==> src/rtl/rob_pkg.sv <==
// Shared reorder-buffer definitions.
// Holds the default geometry and the tag/count types used by the ROB pointer controller,
// the ROB payload storage and the rename/issue logic.
package rob_pkg;

    localparam int unsigned ROB_DEPTH    = 16;
    localparam int unsigned ROB_WIDTH    = 4;
    localparam int unsigned ROB_WB_PORTS = 2;
    localparam int unsigned ROB_IDX_W    = $clog2(ROB_DEPTH);

    // Entry tag / storage index.
    typedef logic [ROB_IDX_W-1:0] rob_tag_t;
    // Occupancy; one extra bit so that "full" is distinguishable from "empty".
    typedef logic [ROB_IDX_W:0]   rob_cnt_t;

endpackage

==> src/rtl/rob_ctrl_if.sv <==
// Reorder-buffer control interface.
// Groups the dispatch, writeback, commit, flush and status signals of rob_ctrl.
//   master : the pipeline side (drives requests, observes tags and status)
//   slave  : rob_ctrl itself
// Multi-lane tag buses are packed with lane 0 in the least significant IDX_W bits.
interface rob_ctrl_if
    import rob_pkg::*;
#(
    parameter int unsigned DEPTH    = ROB_DEPTH,
    parameter int unsigned WIDTH    = ROB_WIDTH,
    parameter int unsigned WB_PORTS = ROB_WB_PORTS
);
    localparam int unsigned IDX_W = $clog2(DEPTH);

    // Dispatch
    logic [WIDTH-1:0]          disp_valid;
    logic                      disp_ready;
    logic [WIDTH*IDX_W-1:0]    disp_tag;
    // Writeback
    logic [WB_PORTS-1:0]       wb_valid;
    logic [WB_PORTS*IDX_W-1:0] wb_tag;
    // Commit
    logic                      commit_stall;
    logic [WIDTH-1:0]          commit_valid;
    logic [WIDTH*IDX_W-1:0]    commit_tag;
    // Control / status
    logic                      flush;
    logic [IDX_W:0]            count;
    logic                      full;
    logic                      empty;

    modport master (
        output disp_valid, wb_valid, wb_tag, commit_stall, flush,
        input  disp_ready, disp_tag, commit_valid, commit_tag, count, full, empty
    );

    modport slave (
        input  disp_valid, wb_valid, wb_tag, commit_stall, flush,
        output disp_ready, disp_tag, commit_valid, commit_tag, count, full, empty
    );

endinterface

==> src/rtl/rob_commit_sel.sv <==
// Commit lane selector for the reorder buffer.
// Walks WIDTH lanes starting at the head and grants retirement to the longest run of
// entries that are both valid and done (prefix-AND scan), bounded by the occupancy.
//   head_i         : tag of the oldest entry
//   count_i        : registered occupancy
//   valid_i/done_i : per-entry state
//   commit_stall_i : blocks all retirement this cycle
//   commit_valid_o : per-lane grant, contiguous from lane 0
//   commit_cnt_o   : number of granted lanes
module rob_commit_sel #(
    parameter int unsigned DEPTH = 16,
    parameter int unsigned WIDTH = 4,
    localparam int unsigned IDX_W = $clog2(DEPTH)
) (
    input  logic [IDX_W-1:0] head_i,
    input  logic [IDX_W:0]   count_i,
    input  logic [DEPTH-1:0] valid_i,
    input  logic [DEPTH-1:0] done_i,
    input  logic             commit_stall_i,
    output logic [WIDTH-1:0] commit_valid_o,
    output logic [IDX_W:0]   commit_cnt_o
);
    typedef logic [IDX_W-1:0] tag_t;
    typedef logic [IDX_W:0]   cnt_t;

    logic run;
    tag_t lane_tag;

    always_comb begin
        run            = !commit_stall_i;
        lane_tag       = head_i;
        commit_valid_o = '0;
        commit_cnt_o   = '0;
        for (int unsigned i = 0; i < WIDTH; i++) begin
            lane_tag = head_i + tag_t'(i);
            // Once one lane fails, every younger lane is blocked.
            run = run && (count_i > cnt_t'(i)) && valid_i[lane_tag] && done_i[lane_tag];
            commit_valid_o[i] = run;
            commit_cnt_o      = commit_cnt_o + cnt_t'(run);
        end
    end

endmodule

==> src/rtl/rob_ctrl.sv <==
// Reorder-buffer pointer and state controller.
// Allocates up to WIDTH in-order entries per cycle, records out-of-order completions from
// WB_PORTS writeback ports and retires up to WIDTH contiguous completed entries from the head.
// Payload storage is external; disp_tag/commit_tag are the write/read indices it uses.
//   clk, reset_n : clock and asynchronous active-low reset
//   bus          : rob_ctrl_if slave (dispatch, writeback, commit, flush, status)
module rob_ctrl
    import rob_pkg::*;
#(
    parameter int unsigned DEPTH    = ROB_DEPTH,
    parameter int unsigned WIDTH    = ROB_WIDTH,
    parameter int unsigned WB_PORTS = ROB_WB_PORTS,
    localparam int unsigned IDX_W   = $clog2(DEPTH)
) (
    input logic       clk,
    input logic       reset_n,
    rob_ctrl_if.slave bus
);
    typedef logic [IDX_W-1:0] tag_t;
    typedef logic [IDX_W:0]   cnt_t;

    localparam cnt_t DepthC = cnt_t'(DEPTH);

    tag_t             head_q, head_d;
    tag_t             tail_q, tail_d;
    cnt_t             count_q, count_d;
    logic [DEPTH-1:0] valid_q, valid_d;
    logic [DEPTH-1:0] done_q, done_d;

    cnt_t             disp_n;
    logic             disp_ready;
    logic             disp_fire;
    logic [WIDTH-1:0] commit_valid;
    cnt_t             commit_n;
    tag_t             wb_tag_p;

    // Dispatch: all-or-nothing against the registered occupancy, so a same-cycle
    // commit never makes room for this cycle's group.
    always_comb begin
        disp_n = '0;
        for (int unsigned i = 0; i < WIDTH; i++) begin
            disp_n = disp_n + cnt_t'(bus.disp_valid[i]);
        end
    end

    assign disp_ready = (DepthC - count_q) >= disp_n;
    assign disp_fire  = disp_ready && (disp_n != '0);

    for (genvar i = 0; i < WIDTH; i++) begin : g_lane_tag
        assign bus.disp_tag[i*IDX_W +: IDX_W]   = tail_q + tag_t'(i);
        assign bus.commit_tag[i*IDX_W +: IDX_W] = head_q + tag_t'(i);
    end

    rob_commit_sel #(
        .DEPTH (DEPTH),
        .WIDTH (WIDTH)
    ) u_commit_sel (
        .head_i         (head_q),
        .count_i        (count_q),
        .valid_i        (valid_q),
        .done_i         (done_q),
        .commit_stall_i (bus.commit_stall),
        .commit_valid_o (commit_valid),
        .commit_cnt_o   (commit_n)
    );

    assign bus.commit_valid = commit_valid;
    assign bus.disp_ready   = disp_ready;
    assign bus.count        = count_q;
    assign bus.full         = (count_q == DepthC);
    assign bus.empty        = (count_q == '0);

    always_comb begin
        head_d   = head_q;
        tail_d   = tail_q;
        count_d  = count_q;
        valid_d  = valid_q;
        done_d   = done_q;
        wb_tag_p = '0;
        if (bus.flush) begin
            head_d  = '0;
            tail_d  = '0;
            count_d = '0;
            valid_d = '0;
            done_d  = '0;
        end else begin
            // Completions only land on live entries; duplicates simply set the bit twice.
            for (int unsigned p = 0; p < WB_PORTS; p++) begin
                wb_tag_p = bus.wb_tag[p*IDX_W +: IDX_W];
                if (bus.wb_valid[p] && valid_q[wb_tag_p]) begin
                    done_d[wb_tag_p] = 1'b1;
                end
            end
            for (int unsigned i = 0; i < WIDTH; i++) begin
                if (commit_valid[i]) begin
                    valid_d[head_q + tag_t'(i)] = 1'b0;
                    done_d[head_q + tag_t'(i)]  = 1'b0;
                end
            end
            // Dispatch targets only free entries, so it never collides with the above.
            if (disp_fire) begin
                for (int unsigned i = 0; i < WIDTH; i++) begin
                    if (bus.disp_valid[i]) begin
                        valid_d[tail_q + tag_t'(i)] = 1'b1;
                        done_d[tail_q + tag_t'(i)]  = 1'b0;
                    end
                end
            end
            head_d  = head_q + tag_t'(commit_n);
            tail_d  = tail_q + (disp_fire ? tag_t'(disp_n) : tag_t'(0));
            count_d = count_q + (disp_fire ? disp_n : cnt_t'(0)) - commit_n;
        end
    end

    always_ff @(posedge clk or negedge reset_n) begin
        if (!reset_n) begin
            head_q  <= '0;
            tail_q  <= '0;
            count_q <= '0;
            valid_q <= '0;
            done_q  <= '0;
        end else begin
            head_q  <= head_d;
            tail_q  <= tail_d;
            count_q <= count_d;
            valid_q <= valid_d;
            done_q  <= done_d;
        end
    end

endmodule

==> src/flat_wrapper.sv <==
// flat-port wrapper written by rule: the top's interface ports become plain ports
module rob_ctrl_flat import rob_pkg::*;
#(
    parameter int unsigned DEPTH    = ROB_DEPTH,
    parameter int unsigned WIDTH    = ROB_WIDTH,
    parameter int unsigned WB_PORTS = ROB_WB_PORTS,
    localparam int unsigned IDX_W   = $clog2(DEPTH)
)
  (clk, reset_n, bus_disp_valid, bus_wb_valid, bus_wb_tag, bus_commit_stall, bus_flush, bus_disp_ready, bus_disp_tag, bus_commit_valid, bus_commit_tag, bus_count, bus_full, bus_empty);
  rob_ctrl_if #(.DEPTH(DEPTH), .WIDTH(WIDTH), .WB_PORTS(WB_PORTS)) bus_i ();
  input logic clk;
  input logic reset_n;
  input wire logic [$bits(bus_i.disp_valid)-1:0] bus_disp_valid;
  input wire logic [$bits(bus_i.wb_valid)-1:0] bus_wb_valid;
  input wire logic [$bits(bus_i.wb_tag)-1:0] bus_wb_tag;
  input wire logic [$bits(bus_i.commit_stall)-1:0] bus_commit_stall;
  input wire logic [$bits(bus_i.flush)-1:0] bus_flush;
  output wire logic [$bits(bus_i.disp_ready)-1:0] bus_disp_ready;
  output wire logic [$bits(bus_i.disp_tag)-1:0] bus_disp_tag;
  output wire logic [$bits(bus_i.commit_valid)-1:0] bus_commit_valid;
  output wire logic [$bits(bus_i.commit_tag)-1:0] bus_commit_tag;
  output wire logic [$bits(bus_i.count)-1:0] bus_count;
  output wire logic [$bits(bus_i.full)-1:0] bus_full;
  output wire logic [$bits(bus_i.empty)-1:0] bus_empty;
  assign bus_i.disp_valid = bus_disp_valid;
  assign bus_i.wb_valid = bus_wb_valid;
  assign bus_i.wb_tag = bus_wb_tag;
  assign bus_i.commit_stall = bus_commit_stall;
  assign bus_i.flush = bus_flush;
  assign bus_disp_ready = bus_i.disp_ready;
  assign bus_disp_tag = bus_i.disp_tag;
  assign bus_commit_valid = bus_i.commit_valid;
  assign bus_commit_tag = bus_i.commit_tag;
  assign bus_count = bus_i.count;
  assign bus_full = bus_i.full;
  assign bus_empty = bus_i.empty;
  rob_ctrl #(.DEPTH(DEPTH), .WIDTH(WIDTH), .WB_PORTS(WB_PORTS)) u_core (.clk(clk), .reset_n(reset_n), .bus(bus_i));
endmodule
==> config.mk <==
export PLATFORM = sky130hd
export DESIGN_NAME = rob_ctrl_flat
export DESIGN_NICKNAME = d
export VERILOG_FILES = /design/src/rtl/rob_pkg.sv /design/src/rtl/rob_ctrl_if.sv /design/src/rtl/rob_commit_sel.sv /design/src/rtl/rob_ctrl.sv /design/src/flat_wrapper.sv
export SDC_FILE = /design/constraint.sdc
export NUM_CORES = 1
export LEC_CHECK = 0
export CORE_ASPECT_RATIO = 1.5
export CORE_MARGIN = 3
export CORE_UTILIZATION = 30
export DETAILED_ROUTE_END_ITERATION = 8
export GPL_TIMING_DRIVEN = 0
export PLACE_DENSITY = 0.62
export SYNTH_ARGS = -nofsm -noshare
export SYNTH_HDL_FRONTEND = slang
export SYNTH_HIERARCHICAL = 1
export SYNTH_SLANG_ARGS = --single-unit
==> constraint.sdc <==
create_clock -name clk -period 5.2 [get_ports clk]
set_input_delay 1.04 -clock clk [delete_from_list [all_inputs] [get_ports clk]]
set_output_delay 1.04 -clock clk [all_outputs]
set_load 0.02 [all_outputs]
==> flow_summary.ini <==
[status]
status = finished, final reports clean

[final_layout]
n_antenna_cell = 0
nNetsFinal = 753
fin_util_pct = 37.1
drive_gt1_share_pct = 14.1
syn_to_final_growth_pct = 21.0
design_area_um2 = 6460
layout.cells.non_filler = 896

[worst_setup_path]
cp-start-kind = flop
timing.setup.critical_path_class = reg2reg
cp.required_ns = 5.35
cp-end-kind = flop
worst-path-max-fanout = 9
arrival_ns = 5.19

[power]
power_density_nw_per_um2 = 372
vdd_drop_max_v = 0.000323
p_leak_uw = 0.00259

[global_route]
grt_antenna_before_repair = 0
grt_max_degree = 34
grt_pass1_vias = 5280
track_usage_pct = 19.3
grt_overflow = 0
grt_pass1_wl_um = 29100

[yosys]
yosysUniqueCellTypes = 88
yosysWarnings = 6
syn_inst = 611
ys_seq_area_share_pct = 21.1
ys.flop_type = dfrtp_1
avgSynthCellArea_um2 = 8.74
synth_edf_count = 0
netlist_area_um2 = 5340
synthArstFlopShare_pct = 100
ys_seq_elements = 45

[timing]
setup_viol = 0
period_minus_slack_ns = 5.04
finClkSkew_ns = 0.00818
tightest_slew_ns = 0.780
rsz0062_at_grt = false
fmax_ghz = 0.199
fin_ws_ns = 0.164
hold_viol = 0
drv_slew = 0
slew_headroom_pct = 47.9
tns_ns = 0
post-route-period-util_pct = 96.8

[floorplan]
io_pins = 62
die_x_um = 115
rows = 59
dieArea_um2 = 19500
core_area_um2 = 17400
start_util_pct = 30.7
die_height_um = 169

[cts]
cts_tree = done
clk_path_buf_depth = 2
htree_levels = 2
cts.sinks = 45
clockRootBuffer = clkbuf_16
clock_latency_ns = 0.29
cts_buffers = 5
holdBufCountCts = 0
path_clk_slew_ns = 0.07

[placed_design]
place_area_um2 = 6220
gp_congestion = 0.996
place_hpwl_um = 14900
dpl.cell_count = 885
port_buffers = 59
dp_slack_ns = -0.598

[hold_path]
hp-class = reg2reg

[detailed_routing]
routed_wl_um = 18800
vias = 5174
viasPerCell = 5.77
postRouteAntennaNets = 0
drc = 0
drt-wirelength-per-cell_um = 20.9
drt_pass1_iterations = 4
drtIter0Drc = 364

[flow_run]
drv_cap = 0
cells in the mapped netlist, types with 7 or more instances:
master / number / area share (%)
xnor2_1: 13 / 2.1
a311oi_1: 8 / 1.3
o21ai_0: 13 / 1.2
fa_1: 7 / 2.6
a31oi_1: 17 / 2.0
and3_1: 7 / 0.82
ha_1: 46 / 11
nor2_1: 44 / 3.1
mux4_2: 11 / 4.6
nor2b_1: 13 / 1.5
buf_4: 9 / 1.3
nor4_1: 12 / 1.4
nand3_1: 9 / 0.84
a211oi_1: 14 / 2.0
nor3_1: 13 / 1.2
inv_1: 54 / 3.8
o221ai_1: 10 / 1.6
a21oi_1: 13 / 1.2
nand2_1: 62 / 4.4
a221oi_1: 7 / 1.1
nand3b_1: 10 / 1.4
dfrtp_1: 45 / 21
and2_1: 11 / 1.3
o22ai_1: 23 / 2.7
metal layers:
metal	global-route usage (%)	share of wire, %	vias to the layer above
li1	-	-	2418
met1	21.6	36	2512
met2	35.7	54	188
met3	1.64	4.2	56
met4	9.81	5.5	0
met5	0	0	-
cells by family (layout without fill, tap and decap cells):
logic type | after synthesis | after routing | share of synthesized area [%]
simple gates | 218 | 218 | 21.4
compound gates | 160 | 160 | 23.4
buf+inv | 89 | 160 | 7.85
fa+ha+maj | 53 | 53 | 13.4
flops | 45 | 45 | 21.1
xor+xnor | 25 | 25 | 5.50
mux | 20 | 20 | 7.29
other cells | 1 | 2 | 0.0702
stage by stage:
stage,power (uW),hold slack [ns]
floorplan,1500,0.492
global placement,1990,0.529
detailed placement,2010,0.561
CTS,2410,0.572
global route,2590,0.586
finish,2400,0.576
path summary, 6_finish.rpt:
kind / slack, ns / end / cells past startpoint / start
setup / recovery: 0.16 / u_core/bus.count[4]$_DFF_PN0_ / 19 / u_core/head_q[1]$_DFF_PN0_
hold / removal: 0.58 / u_core/valid_q[12]$_DFF_PN0_ / 2 / u_core/valid_q[12]$_DFF_PN0_
setup reg to reg: 0.16 / u_core/bus.count[4]$_DFF_PN0_ / 19 / u_core/head_q[1]$_DFF_PN0_
hold reg to reg: 0.58 / u_core/valid_q[12]$_DFF_PN0_ / 2 / u_core/valid_q[12]$_DFF_PN0_
max in group asynchronous: 4.03 / u_core/valid_q[15]$_DFF_PN0_ / 2 / reset_n
min in group asynchronous: 0.65 / u_core/head_q[1]$_DFF_PN0_ / 1 / reset_n
cell type report:
cell class,instances,area (um2)
Sequential cell,45,1130
Clock buffer,5,125
Tap cell,213,267
Fill cell,1816,11000
Clock inverter,3,50.0
Timing Repair Buffer,63,631
Inverter,61,236
Multi-Input combinational cell,478,3830
Buffer,28,190
layout by cell type, fill, tap and decap left out, types with 13 or more instances in the layout:
cell type | synthesis | final
o21ai_0 | 13 | 13
a211oi_1 | 14 | 14
a31oi_1 | 17 | 17
o22ai_1 | 23 | 23
nor3_1 | 13 | 13
dfrtp_1 | 45 | 43
nor2b_1 | 13 | 13
ha_1 | 46 | 44
nand2_1 | 62 | 62
nor2_1 | 44 | 44
a21oi_1 | 13 | 13
clkdlybuf4s50_1 | 0 | 57
inv_1 | 54 | 53
sequential cells by signal (all words and copies together) (netlist names):
signal	count
u_core/head_q	4
u_core/tail_q	4
u_core/bus.count	5
u_core/done_q	16
u_core/valid_q	16
critical path: stages (launching register included):
cell	delay (ns)
dfrtp_2	0.43
buf_6	0.16
inv_2	0.08
ha_1	0.22
xnor2_2	0.27
mux4_2	0.36
mux4_2	0.51
nor2b_1	0.16
nand4_1	0.14
fa_1	0.52
inv_1	0.07
ha_1	0.21
ha_4	0.24
fa_1	0.50
inv_1	0.07
fa_2	0.40
a21o_1	0.19
a21oi_1	0.18
xnor2_1	0.14
nor2_1	0.06
where the power goes:
group	switching (uW)	leakage [uW]	internal [uW]	total [uW]
clock	155	0.0000859	231	387
combinational	868	0.00189	618	1490
sequential	118	0.000611	413	531
total	1140	0.00259	1260	2400
repair_timing:
action,4_1_cts,5_1_grt
endpoints found under the setup margin,4,2
resized for setup,6,6
buffers inserted,3,0
gates cloned,0,0
pin swaps,1,1
(Power assumes the default switching activity.)
